### src/rtl/sdram_phase_sweep.sv
// ECP5 PLL dynamic-phase controller (clk_sdram domain): manual steps plus an automatic sweep that parks
// the phase at the centre of the widest passing window. Optional per-position fail log: PHASE_SWEEP_LOG_EN.
module sdram_phase_sweep #(
    parameter int N_STEPS       = 32,
    parameter int PULSE_CYCLES  = 4,
    parameter int SETTLE_CYCLES = 256,
    parameter int DWELL_CYCLES  = 2**20,
    parameter int CNT_W         = 32
) (
    input  logic               clk,
    input  logic               reset,
    input  logic               start,
    input  logic               inc,
    input  logic               dec,
    input  logic [CNT_W-1:0]   failcount,
    output logic               tester_rst,
    output logic               phasedir,
    output logic               phasestep,
    output logic               phaseloadreg,
    output logic [7:0]         phase,
    output logic               busy,
    output logic               done,
    output logic               no_window,
    output logic [N_STEPS-1:0] pass_map,
    output logic [7:0]         best_lo,
    output logic [8:0]         best_len,
    input  logic [7:0]         log_addr,
    output logic [15:0]        log_data
);
    localparam int         AW   = (N_STEPS > 1) ? $clog2(N_STEPS) : 1;
    localparam logic [7:0] LAST = 8'(N_STEPS - 1);
    localparam logic [8:0] NLEN = 9'(N_STEPS);

    typedef enum logic [2:0] {IDLE, DIR, PULSE, SETTLE, DWELL, EVAL, SEEK, DONE} state_t;
    typedef enum logic [1:0] {M_MANUAL, M_SWEEP, M_SEEK} mode_t;

    state_t             state, state_nxt;
    mode_t              mode, mode_nxt;
    logic               dir_nxt;
    logic [31:0]        cnt;
    logic [8:0]         swp_k;
    logic [8:0]         run;
    logic [CNT_W-1:0]   snap, snap_cur;
    logic               pulse_last, settle_last, dwell_last, scan_last;
    logic [9:0]         scan_pos;
    logic               scan_bit, scan_upd;
    logic [8:0]         run_nxt, len_nxt;
    logic signed [10:0] lo_raw;
    logic [7:0]         lo_nxt;
    logic [9:0]         centre_sum, centre;

    function automatic logic [7:0] step_phase(input logic [7:0] p, input logic back);
        if (back)
            return (p == 8'd0) ? LAST : p - 8'd1;
        return (p == LAST) ? 8'd0 : p + 8'd1;
    endfunction

    assign pulse_last  = (cnt == 32'(PULSE_CYCLES - 1));
    assign settle_last = (cnt == 32'(SETTLE_CYCLES - 1));
    assign dwell_last  = (cnt == 32'(DWELL_CYCLES - 1));
    assign scan_last   = (cnt == 32'(2 * N_STEPS - 1));
    assign snap_cur    = (cnt == 32'd0) ? failcount : snap;

    // EVAL walks the map twice so a run crossing position N-1 -> 0 is seen whole
    assign scan_pos = (cnt[9:0] >= 10'(N_STEPS)) ? cnt[9:0] - 10'(N_STEPS) : cnt[9:0];
    assign scan_bit = pass_map[scan_pos[AW-1:0]];
    assign run_nxt  = !scan_bit ? 9'd0 : (run == NLEN) ? NLEN : run + 9'd1;
    assign scan_upd = (run_nxt > best_len);
    assign len_nxt  = scan_upd ? run_nxt : best_len;
    assign lo_raw   = $signed({1'b0, scan_pos}) + 11'sd1 - $signed({2'b00, run_nxt});
    assign lo_nxt   = (lo_raw < 0) ? 8'(lo_raw + 11'(N_STEPS)) : 8'(lo_raw);

    assign centre_sum = 10'(best_lo) + 10'(best_len >> 1);
    assign centre     = (centre_sum >= 10'(N_STEPS)) ? centre_sum - 10'(N_STEPS) : centre_sum;

    assign phasestep    = (state == PULSE);
    assign busy         = !(state inside {IDLE, DONE});
    assign phaseloadreg = 1'b0;

    always_comb begin
        state_nxt = state;
        mode_nxt  = mode;
        dir_nxt   = phasedir;
        case (state)
            IDLE: begin
                if (start) begin
                    state_nxt = SETTLE;
                    mode_nxt  = M_SWEEP;
                end else if (inc ^ dec) begin
                    state_nxt = DIR;
                    mode_nxt  = M_MANUAL;
                    dir_nxt   = dec;
                end
            end
            DIR:   state_nxt = PULSE;
            PULSE: if (pulse_last) state_nxt = SETTLE;
            SETTLE: begin
                if (settle_last) begin
                    if (mode == M_MANUAL)
                        state_nxt = IDLE;
                    else if (mode == M_SEEK)
                        state_nxt = SEEK;
                    else
                        state_nxt = (swp_k == NLEN) ? EVAL : DWELL;
                end
            end
            // every tested position is followed by a forward step; the last one returns to the start
            DWELL: begin
                if (dwell_last) begin
                    state_nxt = DIR;
                    dir_nxt   = 1'b0;
                end
            end
            EVAL: begin
                if (scan_last) begin
                    state_nxt = (len_nxt == 9'd0) ? DONE : SEEK;
                    mode_nxt  = M_SEEK;
                end
            end
            SEEK: begin
                if ({2'b00, phase} == centre) begin
                    state_nxt = DONE;
                end else begin
                    state_nxt = DIR;
                    dir_nxt   = 1'b0;
                end
            end
            DONE:    state_nxt = IDLE;
            default: state_nxt = IDLE;
        endcase
    end

    always_ff @(posedge clk) begin
        if (reset) begin
            state      <= IDLE;
            mode       <= M_MANUAL;
            cnt        <= 32'd0;
            phase      <= 8'd0;
            phasedir   <= 1'b0;
            tester_rst <= 1'b1;
            done       <= 1'b0;
            no_window  <= 1'b0;
            pass_map   <= '0;
            best_lo    <= 8'd0;
            best_len   <= 9'd0;
            swp_k      <= 9'd0;
            run        <= 9'd0;
        end else begin
            state      <= state_nxt;
            mode       <= mode_nxt;
            phasedir   <= dir_nxt;
            cnt        <= (state_nxt != state) ? 32'd0 : cnt + 32'd1;
            tester_rst <= !(state_nxt inside {IDLE, DWELL, DONE});
            if (state == PULSE && pulse_last)
                phase <= step_phase(phase, phasedir);
            if (state == IDLE && start) begin
                pass_map  <= '0;
                done      <= 1'b0;
                no_window <= 1'b0;
                best_lo   <= 8'd0;
                best_len  <= 9'd0;
                swp_k     <= 9'd0;
                run       <= 9'd0;
            end
            if (state == DWELL && dwell_last) begin
                pass_map[phase[AW-1:0]] <= (failcount == snap_cur);
                swp_k                   <= swp_k + 9'd1;
            end
            if (state == EVAL) begin
                run <= run_nxt;
                if (scan_upd) begin
                    best_len <= run_nxt;
                    best_lo  <= lo_nxt;
                end
                if (scan_last)
                    no_window <= (len_nxt == 9'd0);
            end
            if (state_nxt == DONE)
                done <= 1'b1;
        end
    end

    always_ff @(posedge clk) begin
        if (state == DWELL && cnt == 32'd0)
            snap <= failcount;
    end

`ifdef PHASE_SWEEP_LOG_EN
    logic [15:0] log_mem [N_STEPS];

    function automatic logic [15:0] sat16(input logic [CNT_W-1:0] v);
        return (|(v >> 16)) ? 16'hFFFF : 16'(v);
    endfunction

    always_ff @(posedge clk) begin
        if (state == DWELL && dwell_last)
            log_mem[phase[AW-1:0]] <= sat16(failcount - snap_cur);
        log_data <= ({1'b0, log_addr} < NLEN) ? log_mem[log_addr[AW-1:0]] : 16'd0;
    end
`else
    logic unused_log_addr;
    assign unused_log_addr = ^log_addr;
    assign log_data        = 16'd0;
`endif

endmodule

### config.mk
export PLATFORM = sky130hd
export DESIGN_NAME = sdram_phase_sweep
export DESIGN_NICKNAME = d
export VERILOG_FILES = /design/src/rtl/sdram_phase_sweep.sv
export SDC_FILE = /design/constraint.sdc
export NUM_CORES = 1
export LEC_CHECK = 0
export ABC_AREA = 1
export BUFFER_PORTS_ARGS = -buffer_cell sky130_fd_sc_hd__buf_2
export CAP_MARGIN = 0
export CORE_MARGIN = 3
export CORE_UTILIZATION = 35
export DETAILED_ROUTE_END_ITERATION = 10
export MAX_ROUTING_LAYER = met4
export PLACE_DENSITY_LB_ADDON = 0.15
export REMOVE_ABC_BUFFERS = 1
export SETUP_SLACK_MARGIN = 0.1
export SLEW_MARGIN = 20
export SYNTH_ARGS = -nofsm -noshare
export SYNTH_HDL_FRONTEND = slang
export SYNTH_SLANG_ARGS = --single-unit
### constraint.sdc
create_clock -name clk -period 5.4 [get_ports clk]
set_input_delay 1.08 -clock clk [delete_from_list [all_inputs] [get_ports clk]]
set_output_delay 1.08 -clock clk [all_outputs]
set_load 0.02 [all_outputs]
# [Word-level counts from Yosys, hierarchy flattened]
# Index checks and enable logic that the tools add are counted.
[totals] ff_bits=148 latch_bits=0 ram_bits=0 romBits=0 output_inout_bits=80 word_cells=139 memories=0
[op_classes] addsub=11 mul=0 div_mod_pow=0 n_lt_le_gt_ge=7 n_eq_ne=26 shifts=0 n_mux=57 bitwise_logic=1 reduce_logical=23
[op_table] cell="$mux 32" count=4
[op_table] cell="$mux 9" count=9
[op_table] cell="$mux 8" count=8
[op_table] cell="$add 32x1->32 const B" count=1
[op_table] cell="$bwmux 32" count=1
[op_table] cell="$eq 32x2->1 const B" count=1
[op_table] cell="$eq 32x20->1 const B" count=1
[op_table] cell="$eq 32x32->1" count=1
[op_table] cell="$eq 32x6->1 const B" count=1
[op_table] cell="$eq 32x8->1 const B" count=1
[op_table] cell="$logic_not 32->1" count=1
[op_table] cell="$mux 3" count=8
[op_table] cell="$pmux 3 s8" count=1
[op_table] cell="$mux 10" count=2
[op_table] cell="$add 9x1->9 const B" count=2
[op_table] cell="$eq 3x3->1 const B" count=6
[op_table] cell="$eq 9x6->1 const B" count=2
[op_table] cell="$mux 1" count=16
[op_table] cell="$lt 5x6->1 const B" count=2
[op_table] cell="$add 10x1->11 const B" count=1
[op_table] cell="$lt 11x1->1 const B" count=1
[op_table] cell="$sub 11x10->11" count=1
[op_table] cell="$eq 8x10->1" count=1
[op_table] cell="$ge 10x6->1 const B" count=1
[op_table] cell="34 further kinds" count=52

# [Depth between registers and ports, before layout]
[depth] depth_word=14 depth_mapped=33 depth_no_buf=30

# [Worst setup path before layout]
# Ideal clock, no wire load.
[synth_path] kind="reg-to-reg" startpoint="reg cnt[0]" endpoint="reg best_lo[6]" t_arrival_ps=3620 path_slack_ps=1670 path_stages_with_launch=25 period_less_slack_ps=3730 path_cell_list="dfxtp_1 -> clkbuf_1 -> o21ai_0 -> o21ai_0 -> nand2_1 -> nand2_1 -> nor2_1 -> nor2_1 -> inv_1 -> nor2_1 -> inv_1 -> nor2_1 -> ha_1 -> inv_1 -> ha_1 -> inv_1 -> fa_1 -> o21ai_0 -> xor2_1 -> inv_1 -> ha_1 -> nor2_1 -> o21ai_0 -> nand2_1 -> inv_1"
[synth_between] elab_chain_len=10 word_cells_on_any_way=14 cone_classes="add/sub (4); order compare (3); mux (7)"
[synth_rtl] element="from (decl)" line_no="40" text="logic [31:0] cnt;"
[synth_rtl] element="from (signal assigned)" line_no="152" text="cnt <= (state_nxt != state) ? 32'd0 : cnt + 32'd1;"
[synth_rtl] element="$sub 10x6->10 or $ge 10x6->1 (tied branches)" line_no="65" text="assign scan_pos = (cnt[9:0] >= 10'(N_STEPS)) ? cnt[9:0] - 10'(N_STEPS) : cnt[9:0];"
[synth_rtl] element="$mux 10 (*)" line_no="65"
[synth_rtl] element="$bmux 1 s5" line_no="66" text="assign scan_bit = pass_map[scan_pos[AW-1:0]];"
[synth_rtl] element="$mux 1 (not written as such)" line_no="66"
[synth_rtl] element="$mux 9" line_no="67" text="assign run_nxt = !scan_bit ? 9'd0 : (run == NLEN) ? NLEN : run + 9'd1;"
[synth_rtl] element="$sub 11x10->11" line_no="70" text="assign lo_raw = $signed({1'b0, scan_pos}) + 11'sd1 - $signed({2'b00, run_nxt});"
[synth_rtl] element="$lt 11x1->1 or $add 8x7->8 (tied branches)" line_no="71" text="assign lo_nxt = (lo_raw < 0) ? 8'(lo_raw + 11'(N_STEPS)) : 8'(lo_raw);"
[synth_rtl] element="$mux 8" line_no="71"
[synth_rtl] element="$mux 8 (*)" line_no="171" text="if (scan_upd) begin"
[synth_rtl] element="$mux 8 (*)" line_no="169" text="if (state == EVAL) begin"
[synth_rtl] element="to (signal assigned)" line_no="173" text="best_lo <= lo_nxt;"
[synth_rtl] element="to (decl)" line_no="25" text="output logic [7:0] best_lo,"
# Every way passes the cells marked *; elsewhere a longest branch is shown, timed or not. The select of a mux whose other input is x is not followed.
# A chain may end at the register's enable or synchronous reset.

# [Worst setup path in the final report]
# Same ends and word-level chain as after synthesis.

==> flow_summary.ini <==
[logic_synthesis]
netlist_area_um2 = 9268
synth-xor-area-share_pct = 7.938
yosysTopAreaCell = dfxtp_1
synthCells = 1275
synth.most_common_cell = nand2_1
synth.area.mux_share_pct = 0
synth-seq-cells = 148
synth_flop_cell = dfxtp_1
syn-mean-instance-area_um2 = 7.269
synth_top_family_by_area = simple AND/OR/NAND/NOR gates
synthSimpleGateAreaFrac_pct = 26.83
synth_compound_area_share_pct = 11.93
netlist_top_cells_area = dfxtp_1 (25%), edfxtp_1 (10%), nand2_1 (9.4%), inv_1 (7.6%), ha_1 (6.6%)
synth.distinct_cells = 46
ys_seq_area_share_pct = 35.43
synth-edff-count = 32
ys_top_cells_by_count = nand2_1 (231), inv_1 (188), nor2_1 (148)
async_reset_ff_share_pct = 0
ys_warn_count = 0
yosysTopAreaCellShare_pct = 25.06
synth_fa_ha_area_share_pct = 7.047

[placed_design]
gp_congestion = 0.9027
dp_slack_ns = 0.7293
portBuffers = 99
dp_hpwl_um = 17970

[clocking]
cts_buffers = 17
cts.clk_slew.worst_paths_ns = 0.06
clock-sinks = 148
ctsResizeCount = 0
clockBufferDepth = 2
cts_hold_buf = 0
cts_root_buffer = clkbuf_16
h-tree-depth = 4
worst_skew_pair.late_latency_ns = 0.43
cts_setup_buffers = 0
cts_tree = yes

[sta]
period_share_pct = 86.10
finalCriticalPeriod_ns = 4.650
setup_viol = 0
finClkSkew_ns = 0.01612
fin_tns_setup_ns = 0
fin_ws_ns = 0.7504
maxSlewHeadroom_pct = 43.25
rsz0062_at_grt = false
worst_pin_slew_ns = 0.8512
fmax_ghz = 0.2151
finalHoldViolCount = 0
slew_viol_final = 0

[route]
wl_per_cell_um = 14.18
num_vias = 8249
drc_errors = 0
drtAntennaViolNets = 0
drt_first_pass_iters = 5
routed_wl_um = 24240
drt_iter0_markers = 448
via_per_inst = 4.824

[worst_setup_path]
r2r-end = best_lo[6]$_SDFF_PP0_
reg2reg_from = cnt[0]$_SDFF_PP0_
r2r_cells = 24
arrival_ns = 4.97
start_kind = register
critical_path_required_ns = 5.72
path_max_fanout = 15
worstSetupPathType = register to register
endpoint_kind = register
r2r_slack_ns = 0.75

[pwr]
p_sw_share_pct = 28.89
ir_worst_vdd_uv = 150.0
leakagePower_nw = 4.593
p_int_mw = 1.884
power.switching_uw = 765.4
p_seq_share_pct = 43.4
power_frac_comb_pct = 12.0
p_clk_share_pct = 44.5
power.density_nw_per_um2 = 248.9

[status]
outcome = finished clean

[finish]
num_antenna_cells = 0
fillers = 2708
seq_area_um2 = 3283
nNetsFinal = 1463
final_layout_size_suffix_gt1_share_pct = 12.46
area.growth.synth_to_final_pct = 14.84
multi_input_area_um2 = 5054

[hold_path]
hold_end = swp_k[3]$_SDFFE_PP0P_
hold_depth = 2
hp-class = register to register
min_from = swp_k[3]$_SDFFE_PP0P_

[floorplanning]
ioPinCount = 125
die_area_um2 = 28470
rows = 58
start_util_pct = 36.18
fp.dieW_um = 168.7
coreArea_um2 = 25620
die_h_um = 168.7

[global_routing]
grt_pass1_wl_um = 39850
antenna_found_initial = 0
track_usage_pct = 17.63
grt_pass1_vias = 7781
overflow = 0
grt_max_degree = 70

[job]
cap_violations = 0
==> power groups by stage <==
stage / clock, mW / combinational (mW) / sequential (mW)
5_1_grt: 1.26 / 0.357 / 1.15
6_report: 1.18 / 0.319 / 1.15
3_3_place_gp: 0 / 0.320 / 1.18
2_1_floorplan: 0 / 0.181 / 1.18
4_1_cts: 1.21 / 0.321 / 1.15
3_5_place_dp: 0 / 0.318 / 1.17
==> critical path, stage by stage, from the launching register on <==
cell     delay, ns
dfxtp_1       0.31
inv_1         0.41
nor2_1        0.07
o21ai_0       0.33
nand2_1       0.09
nand2_1       0.07
nor2_1        0.05
nor2_1        0.32
inv_1         0.15
nor2_1        0.11
inv_1         0.05
nor2_1        0.33
ha_1          0.31
inv_1         0.06
ha_1          0.20
inv_1         0.08
fa_1          0.41
o21ai_0       0.29
xor2_1        0.25
inv_1         0.09
ha_1          0.28
nor2_1        0.09
o21ai_0       0.09
nand2_1       0.06
inv_1         0.05
==> cells in the final DEF, fill, tap and decap left out, types with 17 or more instances in the layout <==
| cell type | n |
|---|---|
| nor3_1 | 27 |
| nand2_1 | 231 |
| ha_1 | 49 |
| clkbuf_16 | 19 |
| conb_1 | 17 |
| edfxtp_1 | 32 |
| buf_2 | 99 |
| o21ai_0 | 35 |
| a21oi_1 | 93 |
| a211oi_1 | 36 |
| dfxtp_1 | 116 |
| inv_1 | 188 |
| xnor2_1 | 36 |
| nor2_1 | 147 |
| xor2_1 | 48 |
| nand4_1 | 20 |
| nand3_1 | 87 |
==> stage by stage <==
step	hold slack, ns	power [mW]	cell area, um2	utilization, %	std cells
detailed placement	0.4570	1.493	10060	39.26	1678
global placement	0.4509	1.495	10060	39.26	1678
floorplan	0.4349	1.364	9052	-	1239
finish	0.4642	2.649	10640	41.55	1710
global route	0.4970	2.765	10640	41.55	1710
CTS	0.4669	2.685	10640	41.55	1710
==> logic make-up (layout without fill, tap and decap cells) <==
family | Yosys count | after routing
AOI/OAI and AO/OA | 190 | 190
xor gates and xnor gates | 84 | 84
adders and majority gates | 51 | 51
buffers and inverters | 245 | 334
DFF | 148 | 148
other | 1 | 17
and+or+nand+nor | 556 | 556
==> state kept, by name, summed over array words and instances, names as in the netlist, 2 cells and up <==
name and flops:
phase 8, snap 32, state 3, pass_map 32, swp_k 9, cnt 32, best_len 9, best_lo 8
mode 2, run 9
==> worst max-delay path by stage <==
| stage | end | from | slack [ns] |
|---|---|---|---|
| final | best_lo[6]$_SDFF_PP0_ | cnt[0]$_SDFF_PP0_ | 0.75 |
| after global routing | best_lo[7]$_SDFF_PP0_ | cnt[0]$_SDFF_PP0_ | 0.30 |
| after CTS | best_lo[6]$_SDFF_PP0_ | cnt[0]$_SDFF_PP0_ | 0.70 |
| after detailed placement | best_lo[7]$_SDFF_PP0_ | cnt[0]$_SDFF_PP0_ | 0.73 |
| after global placement | best_lo[6]$_SDFF_PP0_ | cnt[0]$_SDFF_PP0_ | 0.76 |
| after floorplan | cnt[0]$_SDFF_PP0_ | cnt[0]$_SDFF_PP0_ | 1.40 |
==> layer usage <==
metal / share of wire [%] / global-route usage (%)
met1: 50 / 24.09
met2: 45 / 27.20
met3: 4.4 / 3.153
met4: 1.3 / 4.411
met5: 0 / -
==> cell type report <==
class | count | area share [%]
Inverter | 193 | 6.807
Clock inverter | 13 | 1.035
Sequential cell | 148 | 30.85
Tap cell | 330 | 3.880
Clock buffer | 19 | 4.467
Multi-Input combinational cell | 898 | 47.48
Timing Repair Buffer | 109 | 5.478
(Power assumes the default switching activity.)
